==> config.mk <==
export PLATFORM = sky130hd
export DESIGN_NAME = ads868x_spi_responder
export DESIGN_NICKNAME = d
export VERILOG_FILES = /design/src/rtl/ads868x_pkg.sv /design/src/rtl/ads868x_spi_sync.sv /design/src/rtl/ads868x_spi_responder.sv
export SDC_FILE = /design/constraint.sdc
export NUM_CORES = 1
export LEC_CHECK = 0
export ABC_AREA = 1
export CORE_MARGIN = 4
export CORE_UTILIZATION = 55
export CTS_CLUSTER_DIAMETER = 80
export DETAILED_ROUTE_END_ITERATION = 6
export HOLD_SLACK_MARGIN = 0.15
export PLACE_DENSITY_LB_ADDON = 0.12
export SKIP_CTS_REPAIR_TIMING = 1
export SLEW_MARGIN = 25
export SYNTH_ARGS = -nofsm -noshare
export SYNTH_HDL_FRONTEND = slang
export SYNTH_SLANG_ARGS = --single-unit
==> constraint.sdc <==
create_clock -name aclk -period 1.95 [get_ports aclk]
set_clock_uncertainty 0.15 [all_clocks]
set_input_delay 0.195 -clock aclk [delete_from_list [all_inputs] [get_ports aclk]]
set_output_delay 0.195 -clock aclk [all_outputs]
set_load 0.02 [all_outputs]
==> src/rtl/ads868x_pkg.sv <==
// ads868x_pkg
//   Shared constants for the ADS868x SPI responder: command opcodes, frame
//   length, command field positions, synchronizer lane indices and the FSM
//   state type. No ports; imported by the responder and its synchronizer.
package ads868x_pkg;

  localparam int FRAME_BITS = 32;

  localparam logic [6:0] OP_NOP        = 7'b0000000;
  localparam logic [6:0] OP_WRITE      = 7'b1101000;
  localparam logic [6:0] OP_READ_HWORD = 7'b1100100;

  // Command field positions inside the received 32-bit frame
  localparam int OPCODE_MSB = 31;
  localparam int OPCODE_LSB = 25;
  localparam int ADDR_MSB   = 24;
  localparam int ADDR_LSB   = 16;
  localparam int WDATA_MSB  = 15;
  localparam int WDATA_LSB  = 0;

  // Lane order of the vectored pin synchronizer
  localparam int SYNC_SCK      = 0;
  localparam int SYNC_SS_N     = 1;
  localparam int SYNC_MOSI     = 2;
  localparam int SYNC_RST_PD_N = 3;
  localparam int SYNC_WIDTH    = 4;

  typedef enum logic [1:0] {
    ST_IDLE  = 2'd0,
    ST_SHIFT = 2'd1,
    ST_DONE  = 2'd2
  } state_e;

  // Halfword addresses above 9'h01F fall outside the emulated register file
  function automatic logic hword_in_range(input logic [8:0] addr);
    return (addr[8:5] == 4'd0);
  endfunction

endpackage

==> src/rtl/ads868x_spi_sync.sv <==
// ads868x_spi_sync
//   Vectored multi-flop synchronizer for asynchronous SPI/control pins, plus one
//   extra flop per lane to produce single-cycle rise/fall pulses.
// Ports
//   aclk, aresetn     clock and asynchronous active-low reset
//   pins_in[W]        raw asynchronous pin levels
//   level[W]          synchronized level (last synchronizer stage)
//   rise[W], fall[W]  one-cycle edge pulses derived from the synchronized level
module ads868x_spi_sync
  import ads868x_pkg::*;
#(
  parameter int                    SYNC_STAGES = 2,
  parameter int                    WIDTH       = SYNC_WIDTH,
  parameter logic [WIDTH-1:0]      RESET_VAL   = '0
) (
  input  logic             aclk,
  input  logic             aresetn,
  input  logic [WIDTH-1:0] pins_in,
  output logic [WIDTH-1:0] level,
  output logic [WIDTH-1:0] rise,
  output logic [WIDTH-1:0] fall
);

  logic [SYNC_STAGES-1:0][WIDTH-1:0] stage_q, stage_d;
  logic [WIDTH-1:0]                  prev_q, prev_d;

  always_comb begin
    stage_d[0] = pins_in;
    for (int s = 1; s < SYNC_STAGES; s++) begin
      stage_d[s] = stage_q[s-1];
    end
    prev_d = stage_q[SYNC_STAGES-1];
  end

  always_ff @(posedge aclk or negedge aresetn) begin
    if (!aresetn) begin
      for (int s = 0; s < SYNC_STAGES; s++) begin
        stage_q[s] <= RESET_VAL;
      end
      prev_q <= RESET_VAL;
    end else begin
      stage_q <= stage_d;
      prev_q  <= prev_d;
    end
  end

  assign level = stage_q[SYNC_STAGES-1];
  assign rise  = stage_q[SYNC_STAGES-1] & ~prev_q;
  assign fall  = ~stage_q[SYNC_STAGES-1] & prev_q;

endmodule

==> src/rtl/ads868x_spi_responder.sv <==
// ads868x_spi_responder
//   Device-side emulation of an ADS868x SPI ADC, oversampling the SPI pins on
//   aclk. Returns {held sample, pending readback} each 32-bit frame, decodes
//   the received command, keeps a small halfword register file and pulls one
//   conversion result from an AXI4-Stream source at the end of every frame.
// Ports
//   aclk, aresetn                 clock, asynchronous active-low reset
//   s_axis_tdata/tvalid/tready    conversion sample stream (tready = consume pulse)
//   SCK, SS_N, MOSI, MISO, MISO_T SPI mode 0 pins; MISO_T=1 means high-Z
//   RST_PD_N                      emulated device reset pin, active low
//   cmd_valid/opcode/addr/wdata   decoded command, valid for one cycle
//   frame_err                     pulse when a frame ends with a bad bit count
//   underrun_cnt                  saturating count of conversions without a sample
module ads868x_spi_responder
  import ads868x_pkg::*;
#(
  parameter int          NUM_HWORDS  = 16,
  parameter int          SYNC_STAGES = 2,
  parameter logic [15:0] INIT_SAMPLE = 16'h8000
) (
  input  logic        aclk,
  input  logic        aresetn,
  input  logic [15:0] s_axis_tdata,
  input  logic        s_axis_tvalid,
  output logic        s_axis_tready,
  input  logic        SCK,
  input  logic        SS_N,
  input  logic        MOSI,
  output logic        MISO,
  output logic        MISO_T,
  input  logic        RST_PD_N,
  output logic        cmd_valid,
  output logic [6:0]  cmd_opcode,
  output logic [8:0]  cmd_addr,
  output logic [15:0] cmd_wdata,
  output logic        frame_err,
  output logic [15:0] underrun_cnt
);

  localparam logic [5:0] BIT_CNT_FULL = 6'(FRAME_BITS);
  localparam logic [5:0] BIT_CNT_MAX  = 6'(FRAME_BITS + 1);

  logic [SYNC_WIDTH-1:0] sync_level, sync_rise, sync_fall;

  // SS_N lane resets low so that releasing aresetn while SS_N is held low
  // does not look like a fresh frame start; a spurious rise in IDLE is harmless.
  ads868x_spi_sync #(
    .SYNC_STAGES (SYNC_STAGES),
    .WIDTH       (SYNC_WIDTH),
    .RESET_VAL   (4'b1000)
  ) u_sync (
    .aclk    (aclk),
    .aresetn (aresetn),
    .pins_in ({RST_PD_N, MOSI, SS_N, SCK}),
    .level   (sync_level),
    .rise    (sync_rise),
    .fall    (sync_fall)
  );

  logic sck_rise, sck_fall, ss_rise, ss_fall, mosi_s, rst_pd_n_s;
  assign sck_rise   = sync_rise[SYNC_SCK];
  assign sck_fall   = sync_fall[SYNC_SCK];
  assign ss_rise    = sync_rise[SYNC_SS_N];
  assign ss_fall    = sync_fall[SYNC_SS_N];
  assign mosi_s     = sync_level[SYNC_MOSI];
  assign rst_pd_n_s = sync_level[SYNC_RST_PD_N];

  logic unused_sync;
  assign unused_sync = ^{sync_level[SYNC_SCK], sync_level[SYNC_SS_N],
                         sync_rise[SYNC_MOSI], sync_rise[SYNC_RST_PD_N],
                         sync_fall[SYNC_MOSI], sync_fall[SYNC_RST_PD_N]};

  state_e      state_q, state_d;
  logic [31:0] tx_sr_q, tx_sr_d;
  logic [31:0] rx_sr_q, rx_sr_d;
  logic [5:0]  bit_cnt_q, bit_cnt_d;
  logic        miso_q, miso_d;
  logic        miso_t_q, miso_t_d;
  logic        start_pend_q, start_pend_d;
  logic [15:0] held_q, held_d;
  logic [15:0] pending_q, pending_d;
  logic [15:0] underrun_q, underrun_d;
  logic [15:0] regs_q [NUM_HWORDS];
  logic [15:0] regs_d [NUM_HWORDS];

  logic [6:0]  rx_opcode;
  logic [8:0]  rx_addr;
  logic [15:0] rx_wdata;
  logic [3:0]  reg_idx;
  logic        addr_ok;

  assign rx_opcode = rx_sr_q[OPCODE_MSB:OPCODE_LSB];
  assign rx_addr   = rx_sr_q[ADDR_MSB:ADDR_LSB];
  assign rx_wdata  = rx_sr_q[WDATA_MSB:WDATA_LSB];
  assign reg_idx   = rx_addr[4:1];
  assign addr_ok   = hword_in_range(rx_addr) && (32'(reg_idx) < NUM_HWORDS);

  // Frame FSM, command execution and end-of-frame conversion. The emulated
  // reset pin overrides everything except the held sample and underrun count.
  // A frame aborted this way produces neither cmd_valid nor frame_err.
  always_comb begin
    state_d       = state_q;
    tx_sr_d       = tx_sr_q;
    rx_sr_d       = rx_sr_q;
    bit_cnt_d     = bit_cnt_q;
    miso_d        = miso_q;
    miso_t_d      = miso_t_q;
    start_pend_d  = start_pend_q;
    held_d        = held_q;
    pending_d     = pending_q;
    underrun_d    = underrun_q;
    regs_d        = regs_q;
    cmd_valid     = 1'b0;
    frame_err     = 1'b0;
    s_axis_tready = 1'b0;

    if (!rst_pd_n_s) begin
      state_d      = ST_IDLE;
      miso_d       = 1'b0;
      miso_t_d     = 1'b1;
      start_pend_d = 1'b0;
      pending_d    = '0;
      for (int i = 0; i < NUM_HWORDS; i++) begin
        regs_d[i] = '0;
      end
    end else begin
      case (state_q)
        ST_IDLE: begin
          // start_pend_q catches an SS_N fall that landed in the DONE cycle
          if (ss_fall || start_pend_q) begin
            state_d      = ST_SHIFT;
            tx_sr_d      = {held_q, pending_q};
            miso_d       = held_q[15];
            miso_t_d     = 1'b0;
            bit_cnt_d    = '0;
            start_pend_d = 1'b0;
          end
        end

        ST_SHIFT: begin
          if (ss_rise) begin
            state_d  = ST_DONE;
            miso_d   = 1'b0;
            miso_t_d = 1'b1;
          end else begin
            if (sck_rise) begin
              rx_sr_d = {rx_sr_q[30:0], mosi_s};
              if (bit_cnt_q != BIT_CNT_MAX) begin
                bit_cnt_d = bit_cnt_q + 6'd1;
              end
            end
            // Zero fill means MISO idles low once all 32 bits have gone out
            if (sck_fall) begin
              tx_sr_d = {tx_sr_q[30:0], 1'b0};
              miso_d  = tx_sr_q[30];
            end
          end
        end

        ST_DONE: begin
          state_d = ST_IDLE;
          if (ss_fall) begin
            start_pend_d = 1'b1;
          end

          if (bit_cnt_q == BIT_CNT_FULL) begin
            cmd_valid = 1'b1;
            case (rx_opcode)
              OP_WRITE: begin
                pending_d = '0;
                if (addr_ok && !rx_addr[0]) begin
                  regs_d[reg_idx] = rx_wdata;
                end
              end
              OP_READ_HWORD: begin
                pending_d = addr_ok ? regs_q[reg_idx] : 16'h0000;
              end
              default: begin
                pending_d = '0;
              end
            endcase
          end else begin
            frame_err = 1'b1;
            pending_d = '0;
          end

          // Every finished frame, good or not, kicks off one conversion
          if (s_axis_tvalid) begin
            s_axis_tready = 1'b1;
            held_d        = s_axis_tdata;
          end else if (underrun_q != 16'hFFFF) begin
            underrun_d = underrun_q + 16'd1;
          end
        end

        default: begin
          state_d = ST_IDLE;
        end
      endcase
    end
  end

  always_ff @(posedge aclk or negedge aresetn) begin
    if (!aresetn) begin
      state_q      <= ST_IDLE;
      tx_sr_q      <= '0;
      rx_sr_q      <= '0;
      bit_cnt_q    <= '0;
      miso_q       <= 1'b0;
      miso_t_q     <= 1'b1;
      start_pend_q <= 1'b0;
      held_q       <= INIT_SAMPLE;
      pending_q    <= '0;
      underrun_q   <= '0;
      for (int i = 0; i < NUM_HWORDS; i++) begin
        regs_q[i] <= '0;
      end
    end else begin
      state_q      <= state_d;
      tx_sr_q      <= tx_sr_d;
      rx_sr_q      <= rx_sr_d;
      bit_cnt_q    <= bit_cnt_d;
      miso_q       <= miso_d;
      miso_t_q     <= miso_t_d;
      start_pend_q <= start_pend_d;
      held_q       <= held_d;
      pending_q    <= pending_d;
      underrun_q   <= underrun_d;
      regs_q       <= regs_d;
    end
  end

  assign MISO         = miso_q;
  assign MISO_T       = miso_t_q;
  assign cmd_opcode   = rx_opcode;
  assign cmd_addr     = rx_addr;
  assign cmd_wdata    = rx_wdata;
  assign underrun_cnt = underrun_q;

endmodule

==> parameters.txt, run 1 <==
Parameter                              Value

Power
  Proportion of power drawn by flip-flops and latches ... a little under two fifths
  Maximum vdd drop ... ~0.0012 V
  Switching part of the total ... a little under a third
  Total leakage power ... between 0.01 and 0.015 uW
  Pwr/cell area ... approximately 960 mW/mm^2
  Part of the total power dissipated in the clock network ... 33.9%
  Comb power frac ... between 20% and 30%
  Pint ... 16,100 uW
  Net Switching ... 7580 uW

Global route
  All-Layer GR Usage ... 29.2%
  Antenna violations before repair ... 1
  Maximum number of pins on one net before global-route repair ... 69
  Wire length of the first global-routing pass ... between 90,000 and 100,000 um
  Number of global-route vias before repair ... about 17,000
  GRT Residual Overflow ... 0

Yosys
  Synth cell count leaders ... sky130_fd_sc_hd__nand2_1 (1,482), sky130_fd_sc_hd__dfrtp_1 (384), sky130_fd_sc_hd__nand3_1 (282)
  Average instance area after synthesis ... between 7 and 8 sq um
  Register bit count reported by yosys ... ~390
  Share of the yosys chip area belonging to registers ... 50.4%
  Most instantiated library cell after synthesis ... sky130_fd_sc_hd__nand2_1
  Number of cells produced by synthesis ... 2,645
  Number of warnings issued by yosys ... 0
  Cell accounting for the most synthesized area ... sky130_fd_sc_hd__dfrtp_1
  Number of enable-type register cells in the synthesized netlist ... 0
  Post-Syn Area ... between 0.015 and 0.02 sq mm
  Post-Synthesis Net Count ... ~2,700
  Largest cells by area after synthesis ... sky130_fd_sc_hd__dfrtp_1 (50%), sky130_fd_sc_hd__nand2_1 (29%), sky130_fd_sc_hd__nand3_1 (7.3%)
  Synth async-reset ratio ... 100%
  Primary flip-flop cell chosen by synthesis mapping ... sky130_fd_sc_hd__dfrtp_1
  Distinct cell type count of the synthesized netlist ... 31
  Share of the synthesized area in the top cell type ... about half

STA
  Setup violations, final ... 14
  Slew at the pin closest to its max-slew limit ... 0.481 ns
  Final critical-path share of the clock period ... 102%
  Final critical-path required period ... about 2.0 ns
  Unrepaired setup endpoints after global routing ... true
  Max-slew violation count ... 0
  Remaining max-slew budget at the tightest pin ... 67.9%
  Setup WS post-layout ... -0.0428 ns
  Maximum operating frequency ... ~500 MHz
  Sum Neg Setup Slack ... -0.130 ns
  Final hold vios ... 0

Die
  I/O pin count ... 76
  Placeable core region ... about 0.035 sq mm
  Effective utilization at floorplan ... between 50% and 60%
  Die outline height ... about 200 um
  Die Span X ... 195 um
  Num rows ... 68
  Total Die Area ... 0.0381 sq mm

Critical path
  Required time at the worst-slack endpoint ... around 1.6 ns
  Delay of the slowest cell on the worst path ... 0.51 ns
  Worst-path cell chain ... buf_12 > buf_16 > buf_6 > buf_4
  End of the worst register-to-register path ... regs_q[237]
  Critical path destination ... cmd_addr[1]
  Number of cells on the worst reg-to-reg path ... 11
  Maximum fanout along the worst path ... 23
  Worst setup path startpoint ... rx_sr_q[17]
  Slowest cell on the critical path ... sky130_fd_sc_hd__dfrtp_4
  Beginning of the worst register-to-register path ... rx_sr_q[17]
  Slack of the worst reg-to-reg path ... -0.01 ns
  Type of element launching the critical path ... flop
  Kind of end point of the critical path ... output port
  Kind of critical path ... reg2out
  Critical path arrival ... 1.65 ns

Clocking
  Number of H-tree branching levels ... 2
  CTS tree ... done
  Number of buffers on the longest clock path ... 3
  TritonCTS Buffers ... 43
  Clock latency on the worst-skew pair ... ~0.55 ns
  CTS clock-pin slew for the worst setup and hold paths ... 0.06 ns
  Clock net sink count ... roughly 390
  Library cell used as clock root buffer ... sky130_fd_sc_hd__clkbuf_16

Layout
  Area growth from synthesis to layout ... 28.0%
  Final Non-Filler Cells ... between 3,000 and 4,000
  Count of nets after finishing ... 2,845
  Inserted Diodes ... 0
  Layout cell share with drive strength beyond 1 ... between 10 and 15%

Route
  Post-detailed-route count of antenna-violating nets ... 0
  Detailed-route DRC error count ... 0
  Iter 0 DRT Violations ... between 1,500 and 2,000
  First-pass iteration count of the detailed router ... 6
  Wire length reported by the detailed router ... 60,400 um
  Vias ... about 18,000
  Routed length per placed instance ... between 15 and 20 um
  Number of vias per cell ... between 5 and 6

Place
  RD Place Congestion ... roughly 0.85
  Half-perimeter wire length after placement ... roughly 35,000 um
  Number of instances in the placed design ... between 3,000 and 4,000
  I/O Buffers ... 75

Job
  Number of max-capacitance violations reported ... 0

Run status
  Failing checks ... setup timing
  Status ... complete, but fails checks

Hold path
  Type of the worst min-delay path ... reg2reg
-- how the worst min path moves through the flow --
stage | start | end | slack, ns | depth (start not counted)
after global routing | u_sync.stage_d[7] | u_sync.level[3] | 0.21 | 0
after detailed placement | aresetn | underrun_cnt[11] | -0.03 | 1
after floorplan | aresetn | MISO | -0.25 | 0
after CTS | aresetn | tx_sr_q[25] | -0.61 | 1
after global placement | aresetn | underrun_cnt[11] | -0.04 | 1
final | u_sync.stage_d[4] | u_sync.level[0] | 0.20 | 0
-- through the flow --
step                      worst slack (ns)  utilization [%]  total power [uW]  instance area, sq um  hold WS, ns
after floorplan                   0.000119                -             11700                 19300       -0.251
after global placement             -0.0148             63.6             14400                 22000      -0.0367
after detailed placement           -0.0630             63.6             14500                 22000      -0.0348
after CTS                           -0.617             67.6             22600                 23400       -0.609
after global routing               -0.0893             71.4             24600                 24700        0.210
final                              -0.0428             71.4             23700                 24700        0.203
-- power by group through the flow --
stage	Clock (uW)	Combinational (uW)	Sequential [uW]
after global placement	0	5270	9170
final	8050	6600	9060
after floorplan	0	2200	9450
after global routing	8490	6950	9130
after CTS	8150	5370	9060
after detailed placement	0	5330	9190
-- cell type report --
cell class	count	area, sq um
clock buffers	66	1340
clock inverters	8	65.1
fillers	2736	9890
inverters	98	403
multi-input cells	1994	8640
flip-flops and latches	388	9720
well taps	455	569
repair buffers	291	3910
repair inverters	2	18.8
-- cell usage in the layout (no fill, tap or decap), types with 2 or more instances in the layout --
master,n
sky130_fd_sc_hd__nand2_2,23
sky130_fd_sc_hd__nand3_1,278
sky130_fd_sc_hd__nor2_1,41
sky130_fd_sc_hd__nand4_1,6
sky130_fd_sc_hd__buf_12,82
sky130_fd_sc_hd__xnor2_1,8
sky130_fd_sc_hd__clkinv_2,7
sky130_fd_sc_hd__buf_6,15
sky130_fd_sc_hd__dfrtp_1,380
sky130_fd_sc_hd__xor2_1,8
sky130_fd_sc_hd__inv_1,85
sky130_fd_sc_hd__clkbuf_8,13
sky130_fd_sc_hd__nand3_2,2
sky130_fd_sc_hd__dlygate4sd3_1,22
sky130_fd_sc_hd__ha_4,2
sky130_fd_sc_hd__a21oi_1,13
sky130_fd_sc_hd__nor2_4,9
sky130_fd_sc_hd__nor2_2,5
sky130_fd_sc_hd__o21ai_1,9
sky130_fd_sc_hd__o21ai_2,13
sky130_fd_sc_hd__dfrtp_2,3
sky130_fd_sc_hd__nand3b_1,2
sky130_fd_sc_hd__nand3_4,13
sky130_fd_sc_hd__dfstp_2,4
sky130_fd_sc_hd__nor3_1,2
sky130_fd_sc_hd__nor2_8,4
sky130_fd_sc_hd__nand2_1,1459
sky130_fd_sc_hd__dlymetal6s2s_1,32
sky130_fd_sc_hd__clkbuf_16,59
sky130_fd_sc_hd__clkdlybuf4s50_1,38
sky130_fd_sc_hd__o21ai_0,89
sky130_fd_sc_hd__inv_2,9
sky130_fd_sc_hd__buf_16,4
sky130_fd_sc_hd__buf_4,81
sky130_fd_sc_hd__ha_1,2
sky130_fd_sc_hd__clkinvlp_4,2
sky130_fd_sc_hd__clkbuf_1,8
-- state kept, by name (all words and copies together) (netlist names) --
| name | flops |
|---|---|
| MISO | 1 |
| rx_sr_q | 32 |
| start_pend_q | 1 |
| bit_cnt_q | 6 |
| underrun_cnt | 16 |
| held_q | 16 |
| u_sync.prev_q | 2 |
| tx_sr_q | 31 |
| pending_q | 16 |
| MISO_T | 1 |
| state_q | 2 |
| u_sync.stage_d | 4 |
| regs_q | 256 |
| u_sync.level | 4 |
-- kinds of logic (layout without fill, tap and decap cells) --
group	count (synthesis)	in the layout	synth area share (%)
buffers and inverters	263	465	5.97
AOI/OAI and AO/OA	127	127	3.38
xor gates and xnor gates	16	16	0.728
DFF	388	388	50.4
and+or+nand+nor	1846	1846	39.2
adders and majority gates	4	4	0.260
muxes	1	1	0.0585
-- critical path: cells and delay by family (launching register included) --
| family | cells | cell delay, ns |
|---|---|---|
| DFF | 1 | 0.51 |
| buffers and inverters | 4 | 0.58 |
-- metal layers --
layer / up-vias / track usage, % / share of wire (%)
li1: 8572 / - / -
met1: 8867 / 39.7 / 40
met2: 824 / 48.2 / 48
met3: 160 / 4.35 / 8.0
met4: 2 / 10.5 / 3.6
met5: - / 0 / 0.022
No activity file was read; power rests on OpenSTA's default activity.
==> run 2: changes to the inputs <==
--- a/config.mk
+++ b/config.mk
@@ -6,6 +6,7 @@
 export NUM_CORES = 1
 export LEC_CHECK = 0
 export ABC_AREA = 1
+export CAP_MARGIN = 15
 export CORE_MARGIN = 4
 export CORE_UTILIZATION = 55
 export CTS_CLUSTER_DIAMETER = 80
==> results of run 2 <==
The final DEF is identical to that of run 1; final timing and power are the same.
==> run 3: changes to the inputs <==
--- a/config.mk
+++ b/config.mk
@@ -7,8 +7,10 @@
 export LEC_CHECK = 0
 export ABC_AREA = 1
 export CAP_MARGIN = 15
+export CELL_PAD_IN_SITES_DETAIL_PLACEMENT = 2
+export CELL_PAD_IN_SITES_GLOBAL_PLACEMENT = 2
 export CORE_MARGIN = 4
-export CORE_UTILIZATION = 55
+export CORE_UTILIZATION = 32
 export CTS_CLUSTER_DIAMETER = 80
 export DETAILED_ROUTE_END_ITERATION = 6
 export HOLD_SLACK_MARGIN = 0.15
==> parameters.txt, run 3 (synthesis results as in run 1) <==
Parameter                              Value

Die
  Die Span X ... about 250 um
  Effective utilization at floorplan ... about a third
  I/O pin count ... 76
  Num rows ... 89
  Total Die Area ... ~0.064 sq mm
  Die outline height ... 253 um
  Placeable core region ... between 0.05 and 0.06 sq mm

Global route
  Wire length of the first global-routing pass ... around 120,000 um
  Number of global-route vias before repair ... about 20,000
  Antenna violations before repair ... 1
  Maximum number of pins on one net before global-route repair ... 65
  GRT Residual Overflow ... 0
  All-Layer GR Usage ... about a quarter

Run status
  Status ... complete, but fails checks
  Failing checks ... setup timing

Clocking
  Number of buffers on the longest clock path ... 3
  Clock net sink count ... between 300 and 400
  TritonCTS Buffers ... 47
  Number of H-tree branching levels ... 2
  Clock latency on the worst-skew pair ... roughly 0.63 ns
  Library cell used as clock root buffer ... sky130_fd_sc_hd__clkbuf_16
  CTS clock-pin slew for the worst setup and hold paths ... about 0.080 ns
  CTS tree ... done

Layout
  Layout cell share with drive strength beyond 1 ... 31.4%
  Area growth from synthesis to layout ... 52.0%
  Most common library cell in the layout ignoring fill and taps ... sky130_fd_sc_hd__nand2_1
  Filler cell count in the final layout ... 6,255
  Largest registers ranked by flip-flop count ... regs_q x256, rx_sr_q x32, tx_sr_q x31
  Largest reg by FF count ... regs_q
  Count of nets after finishing ... between 2,000 and 3,000
  Largest register FFs ... between 200 and 300
  Most frequent cells in the layout ... sky130_fd_sc_hd__nand2_1 (1,266), sky130_fd_sc_hd__dfrtp_1 (379), sky130_fd_sc_hd__nand3_2 (199)
  Final Non-Filler Cells ... 3,753

Critical path
  Critical path arrival ... 2.64 ns
  Kind of critical path ... reg2reg
  Maximum fanout along the worst path ... 20
  Type of element launching the critical path ... flop
  Required time at the worst-slack endpoint ... between 2 and 2.5 ns
  Slack of the worst reg-to-reg path ... -0.36 ns
  Kind of end point of the critical path ... flop

Power
  Maximum vdd drop ... 0.000762 V
  Pint ... roughly 17,000 uW
  Proportion of power drawn by flip-flops and latches ... about a third
  Part of the total power dissipated in the clock network ... 34.7%
  Net Switching ... around 9800 uW
  Pwr/cell area ... ~930 mW/mm^2
  Switching part of the total ... between 30 and 40%
  Comb power frac ... about a third
  Total leakage power ... roughly 0.015 uW

STA
  Setup WS post-layout ... -0.360 ns
  Final critical-path required period ... ~2.3 ns
  Final critical-path share of the clock period ... 118%
  Slew at the pin closest to its max-slew limit ... ~0.59 ns
  Maximum operating frequency ... around 430 MHz
  Remaining max-slew budget at the tightest pin ... between 60% and 70%
  Setup violations, final ... ~370
  Max-slew violation count ... 0
  Unrepaired setup endpoints after global routing ... true
  Final hold vios ... 0

Place
  I/O Buffers ... 75
  Number of instances in the placed design ... approximately 3,500
  RD Place Congestion ... 0.804
  Half-perimeter wire length after placement ... 48,800 um
  Pre-CTS setup slack ... -0.175 ns

Route
  Detailed-route DRC error count ... 0
  Number of vias per cell ... 5.61
  Routed length per placed instance ... 30.1 um
  Wire length reported by the detailed router ... 113,000 um
  Post-detailed-route count of antenna-violating nets ... 0
  Iter 0 DRT Violations ... between 1,500 and 2,000
  Vias ... roughly 21,000
  First-pass iteration count of the detailed router ... 5

Job
  Number of max-capacitance violations reported ... 0

Hold path
  Type of the worst min-delay path ... reg2reg
## run 3: path summary, 6_finish.rpt
| path | endpoint | from | depth (start not counted) |
|---|---|---|---|
| max in group asynchronous | regs_q[233] | aresetn | 5 |
| worst min register to register | u_sync.level[0] | u_sync.stage_d[4] | 0 |
| worst min-delay path | u_sync.level[0] | u_sync.stage_d[4] | 0 |
| min in group asynchronous | MISO_T | aresetn | 3 |
| worst max register to register | regs_q[11] | rx_sr_q[18] | 7 |
| worst max-delay path | regs_q[11] | rx_sr_q[18] | 7 |
## run 3: per-stage QoR
stage | TNS [ns] | total power, uW | area (sq um) | util [%] | hold WS, ns
2_1_floorplan | 0 | 11700 | 19300 | - | -0.251
3_3_place_gp | -5.89 | 14800 | 22300 | 37.5 | -0.0381
3_5_place_dp | -24.21 | 15000 | 22300 | 37.5 | -0.0360
4_1_cts | -34.94 | 24200 | 23800 | 40.2 | -0.659
5_1_grt | -89.99 | 28000 | 29300 | 49.3 | 0.210
6_report | -64.59 | 27200 | 29300 | 49.3 | 0.208
## run 3: area by class of cell
class	count	area [sq um]	area share (%)
Antenna cell	1	2.50	0.00855
Clock buffer	76	1450	4.95
Clock inverter	8	115	0.393
Inverter	98	385	1.32
Multi-Input combinational cell	2000	10800	37.0
Sequential cell	388	9720	33.2
Tap cell	773	967	3.30
Timing Repair Buffer	408	5800	19.8
Timing Repair inverter	1	8.76	0.0299
## run 3: worst max-delay path: stages (launching register included)
cell and delay (ns):
sky130_fd_sc_hd__dfrtp_2 0.50, sky130_fd_sc_hd__buf_8 0.27, sky130_fd_sc_hd__nand2_1 0.15, sky130_fd_sc_hd__o21ai_0 0.40, sky130_fd_sc_hd__nand3_4 0.22, sky130_fd_sc_hd__clkbuf_16 0.24
sky130_fd_sc_hd__nand2_1 0.10, sky130_fd_sc_hd__nand2_1 0.15
## run 3: power by group through the flow
| stage | logic, uW | registers [uW] | clock network, uW |
|---|---|---|---|
| floorplan | 2200 | 9450 | 0 |
| global placement | 5640 | 9180 | 0 |
| detailed placement | 5740 | 9230 | 0 |
| CTS | 5800 | 9090 | 9320 |
| global route | 8870 | 9240 | 9900 |
| finish | 8600 | 9180 | 9460 |
## run 3: routing by layer
metal	track usage, %	share of wire [%]	wire (um)
met3	3.25	4.8	5460
met1	29.1	39	44000
met4	6.81	5.9	6710
met5	0	0	0
met2	43.0	50	56800
